--- config.mk ---
export PLATFORM = sky130hd
export DESIGN_NAME = addr_seq_ctrl
export DESIGN_NICKNAME = d
export VERILOG_FILES = /design/src/rtl/addr_seq_ctrl.sv
export SDC_FILE = /design/constraint.sdc
export NUM_CORES = 1
export LEC_CHECK = 0
export BUFFER_PORTS_ARGS = -buffer_cell sky130_fd_sc_hd__buf_4
export CAP_MARGIN = 30
export CORE_ASPECT_RATIO = 2
export CORE_MARGIN = 2
export CORE_UTILIZATION = 58
export DETAILED_ROUTE_END_ITERATION = 16
export MAX_ROUTING_LAYER = met4
export PLACE_DENSITY = 0.77
export SYNTH_ARGS = -nofsm -noshare
export SYNTH_HDL_FRONTEND = slang
export SYNTH_SLANG_ARGS = --single-unit
--- constraint.sdc ---
create_clock -name clk -period 4.9 [get_ports clk]
set_input_delay 0.735 -clock clk [delete_from_list [all_inputs] [get_ports clk]]
set_output_delay 0.735 -clock clk [all_outputs]
set_load 0.02 [all_outputs]
--- src/rtl/addr_seq_ctrl.sv ---
// addr_seq_ctrl: hands out one 2D strided address scan, one address per
// accept on a valid/ready channel, then pulses done for one cycle.
// Optional build macro ADDR_SEQ_PERF_EN adds the stall_cnt output, which
// counts cycles where an address is offered but not taken.
module addr_seq_ctrl #(
  parameter int ADDR_W = 32,
  parameter int CNT_W  = 32,
  parameter int XSTR_W = 16
) (
  input  logic              clk,
  input  logic              rst,
  input  logic              cfg_valid,
  output logic              cfg_ready,
  input  logic [ADDR_W-1:0] cfg_base,
  input  logic [XSTR_W-1:0] cfg_x_stride,
  input  logic [ADDR_W-1:0] cfg_y_stride,
  input  logic [CNT_W-1:0]  cfg_x_max,
  input  logic [CNT_W-1:0]  cfg_y_max,
  input  logic              abort,
  output logic              addr_valid,
  input  logic              addr_ready,
  output logic [ADDR_W-1:0] addr,
  output logic              addr_last,
  output logic              busy,
  output logic              done
`ifdef ADDR_SEQ_PERF_EN
  ,
  output logic [31:0]       stall_cnt
`endif
);

  typedef enum logic [1:0] {
    S_IDLE = 2'd0,
    S_RUN  = 2'd1,
    S_DONE = 2'd2
  } state_t;

  state_t             state_q, state_d;
  logic [CNT_W-1:0]   x_q, x_d;
  logic [CNT_W-1:0]   y_q, y_d;
  logic [ADDR_W-1:0]  addr_q, addr_d;
  logic [XSTR_W-1:0]  x_stride_q, x_stride_d;
  logic [ADDR_W-1:0]  y_stride_q, y_stride_d;
  logic [CNT_W-1:0]   x_max_q, x_max_d;
  logic [CNT_W-1:0]   y_max_q, y_max_d;

  logic               x_at_max;
  logic               y_at_max;
  logic               cfg_accept;
  logic [ADDR_W-1:0]  x_step;

  // Compare positions against the latched limits and widen the x step.
  assign x_at_max   = (x_q == x_max_q);
  assign y_at_max   = (y_q == y_max_q);
  assign x_step     = ADDR_W'(x_stride_q);

  // cfg_ready is forced low while reset is asserted so nothing is accepted.
  assign cfg_ready  = (state_q == S_IDLE) && !rst;
  assign cfg_accept = cfg_valid && cfg_ready;

  assign addr_valid = (state_q == S_RUN);
  assign busy       = (state_q == S_RUN);
  assign done       = (state_q == S_DONE);
  assign addr       = addr_q;
  assign addr_last  = (state_q == S_RUN) && x_at_max && y_at_max;

  // State and datapath registers; everything returns to zero on reset.
  always_ff @(posedge clk) begin
    if (rst) begin
      state_q    <= S_IDLE;
      x_q        <= '0;
      y_q        <= '0;
      addr_q     <= '0;
      x_stride_q <= '0;
      y_stride_q <= '0;
      x_max_q    <= '0;
      y_max_q    <= '0;
    end else begin
      state_q    <= state_d;
      x_q        <= x_d;
      y_q        <= y_d;
      addr_q     <= addr_d;
      x_stride_q <= x_stride_d;
      y_stride_q <= y_stride_d;
      x_max_q    <= x_max_d;
      y_max_q    <= y_max_d;
    end
  end

  // Next-state logic: load a descriptor, step the scan on accept, finish or abort.
  always_comb begin
    state_d    = state_q;
    x_d        = x_q;
    y_d        = y_q;
    addr_d     = addr_q;
    x_stride_d = x_stride_q;
    y_stride_d = y_stride_q;
    x_max_d    = x_max_q;
    y_max_d    = y_max_q;

    case (state_q)
      S_IDLE: begin
        if (cfg_accept) begin
          x_stride_d = cfg_x_stride;
          y_stride_d = cfg_y_stride;
          x_max_d    = cfg_x_max;
          y_max_d    = cfg_y_max;
          x_d        = '0;
          y_d        = '0;
          addr_d     = cfg_base;
          state_d    = S_RUN;
        end
      end
      S_RUN: begin
        // abort wins over a same-cycle accept: that address counts as taken,
        // but the scan stops there without a done pulse.
        if (abort) begin
          state_d = S_IDLE;
        end else if (addr_ready) begin
          if (!x_at_max) begin
            x_d    = x_q + CNT_W'(1);
            addr_d = addr_q + x_step;
          end else if (!y_at_max) begin
            x_d    = '0;
            y_d    = y_q + CNT_W'(1);
            addr_d = addr_q + x_step + y_stride_q;
          end else begin
            state_d = S_DONE;
          end
        end
      end
      S_DONE: begin
        state_d = S_IDLE;
      end
      default: begin
        state_d = S_IDLE;
      end
    endcase
  end

`ifdef ADDR_SEQ_PERF_EN
  logic [31:0] stall_cnt_q;

  assign stall_cnt = stall_cnt_q;

  // Count offered-but-not-taken cycles; restart per descriptor, saturate at max.
  always_ff @(posedge clk) begin
    if (rst) begin
      stall_cnt_q <= '0;
    end else if (cfg_accept) begin
      stall_cnt_q <= '0;
    end else if (addr_valid && !addr_ready && (stall_cnt_q != 32'hFFFF_FFFF)) begin
      stall_cnt_q <= stall_cnt_q + 32'd1;
    end
  end
`endif

endmodule

==> results.md <==
* Leading cell type in the layout, fill and taps excluded: nand2_1
* Mean Syn Cell Area at 7.84 um2
* Clk_lat worst skew at ~0.52 ns
* Post-layout minimum cycle time at 4.64 ns
* Total CTS buffers at 20
* IO buf count at between 150 and 200
* Gpl congestion at 0.958
* Sequential cell area at 4200 um2
* Final hold violations at 0
* Post-synthesis sequential area ratio at 0.351
* Mapped Cells at 1525
* First-pass GRT wire length at 59500 um
* # rows at 74
* Remaining antenna violation count at 0
* Reg clk slew, reported paths at 0.07 ns
* Unrepaired setup endpoints after global routing: no
* Non-Filler Instances at a little under 2000
* Syn_nets at 1730
* Initial antenna violation count at 0
* Area grow syn2layout at 18.6%
* Detailed Route Iter0 Violations at 756
* Power Dens Cells at 304 nW/um2
* Critical path required time at 5.30 ns
* Period utilization at 0.947
* VDD IR-drop max at 0.351 mV
* Cts repair resizes at 0
* Core box area at 20400 um2
* Relative slew margins at 0.332
* Final setup fails at 0
* IO Count at roughly 190
* Post-Place Cells at ~1900
* Drc violations at 0
* FFs w/ async S/R, synth at 0
* Synth Flop Type: dfxtp_1
* Largest net degree at the start of global routing at 225
* Leakage at 5.96 nW
* CP Class: register to register
* Synth cell types at 70
* GRT Residual Overflow at 0
* Htree depth at 1
* CP arrival at 5.03 ns
* Outcome: finished clean
* Post-CTS setup buffer count at 0
* DP HPWL at 28600 um
* Placement Setup Slack at 0.255 ns
* Number of synthesized flops with an enable pin at 0
* Routed via count at approximately 12000
* Max-cap viol count at 0
* Syn. warnings at 0
* Fin nets at about 1900
* Mapped cell area at ~12000 um2
* HP Class: primary input to register
* Post-CTS Hold Fix Bufs at 0
* Footprint of the multi-input gates at 7360 um2
* Layout cells sized above 1 at 0.162
* Die X at 106 um
* Routed WL at 38400 um
* Min setup slack post-route at 0.261 ns
* Pins Over Slew Limit at 0
* Commonest non-fill, non-tap cells in the layout: 309 x nand2_1, 210 x dfxtp_1, 200 x buf_4, 158 x o21ai_0, 120 x nor2_1
* Tightest Pin Transition at 1.00 ns
* WL per Instance at 19.7 um
* Synthesis-stage register bit count at 210
* Tot GR Track Use at 0.355
* # diodes at 0
* Via density at 5.92
* Vias in the first global route at 11500
* Achievable Freq at about 220 MHz
* Startpoint types: register
* Worst Setup End Kind: register
* Initial Util at 0.587
* Clock skew at 0.0186 ns
* CTS tree: done
* DR pass1 iterations at 6
* Die area at ~22000 um2
* Setup_tns at 0 ns
* Fillers at 1729
* Die Height at 207 um
* Final Util at 0.696
* Maximum clock path buffer count at 3
* Root Driver: clkbuf_16
* CP Max Fanout at 5
* # clock sinks at 210
per-layer routing:
layer	global-route usage	vias to the layer above	routed length, um
li1	-	5571	-
met1	0.344	5334	13200
met2	0.635	465	19900
met3	0.0510	162	2200
met4	0.245	0	3130
met5	-	-	0
stage by stage:
step                      power (mW)  hold slack, ns  instance area (um2)
after CTS                       4.32           0.393                14200
final                           4.31           0.404                14200
after floorplan                 2.40           0.440                12000
after detailed placement        2.72           0.456                13500
after global placement          2.71           0.449                13500
after global routing            4.46           0.413                14200
worst paths after layout:
| path | startpoint | end | slack (ns) | cells past startpoint |
|---|---|---|---|---|
| worst max-delay path | addr[0]$_SDFFE_PP0P_ | addr[30]$_SDFFE_PP0P_ | 0.26 | 17 |
| worst min-delay path | cfg_x_stride[13] | x_stride_q[13]$_SDFFE_PP0P_ | 0.40 | 3 |
| worst max register to register | addr[0]$_SDFFE_PP0P_ | addr[30]$_SDFFE_PP0P_ | 0.26 | 17 |
| worst min register to register | x_stride_q[9]$_SDFFE_PP0P_ | x_stride_q[9]$_SDFFE_PP0P_ | 0.46 | 2 |
sequential cells by signal (all words and copies together) (netlist names):
name / count
x_q: 32
x_max_q: 32
y_q: 32
addr: 32
y_max_q: 32
y_stride_q: 32
x_stride_q: 16
state_q: 2
critical path, cell delays in order, from the launching register on:
cell and delay [ns]:
dfxtp_1 0.33, ha_1 0.23, fa_1 0.43, a211oi_1 0.27, o211ai_1 0.17, a31o_2 0.29, a21o_1 0.19, a21oi_1 0.20
xnor2_1 0.12, ha_1 0.37, and3_1 0.20, nand3_1 0.09, nand3b_1 0.25, a31o_2 0.27, o41ai_2 0.52, mux2_2 0.41
o2111ai_1 0.09, a31oi_1 0.10
cells by family (layout without fill, tap and decap cells):
logic type               count (synthesis)  in the layout  share of synthesized area
XOR/XNOR                               174            174                      0.127
buffers and inverters                  104            262                     0.0364
AND/OR/NAND/NOR                        618            618                      0.237
adder cells (fa/ha/maj)                 56             56                     0.0598
AO/OA/AOI/OAI                          349            349                      0.176
flip-flops                             210            210                      0.351
multiplexers                            14             14                     0.0118
cells in the mapped netlist (8+ instances only):
cell      count  area (um2)
a211oi_1     19         143
a21o_1       21         158
a21oi_1      68         340
a31oi_1      13        81.3
and2_1       10        62.6
and3_1       17         106
buf_2         9        45.0
clkbuf_1     60         225
dfxtp_1     210        4200
ha_1         54         676
inv_1        24        90.1
mux2i_1      13         130
nand2_1     309        1160
nand3_1      30         150
nand4_1      18         113
nor2_1      121         454
nor3_1       29         145
nor3_2       14         140
nor4_1       30         188
o211ai_1     11        82.6
o21a_1        8        60.1
o21ai_0     159         796
or3_1        10        62.6
xnor2_1      83         727
xor2_1       91         797
where the power goes:
group	switching [mW]	internal, mW
registers	0.0897	1.80
logic	0.479	0.334
clock network	0.690	0.916
total	1.26	3.05
layout make-up:
| class | instances | share of cell area |
|---|---|---|
| clock inverters | 4 | 0.00423 |
| multi-input cells | 1211 | 0.519 |
| inverters | 26 | 0.00697 |
| well taps | 266 | 0.0235 |
| clock buffers | 31 | 0.0431 |
| repair buffers | 201 | 0.107 |
| flip-flops and latches | 210 | 0.296 |
Note: power is estimated with default switching activity, not from simulation.
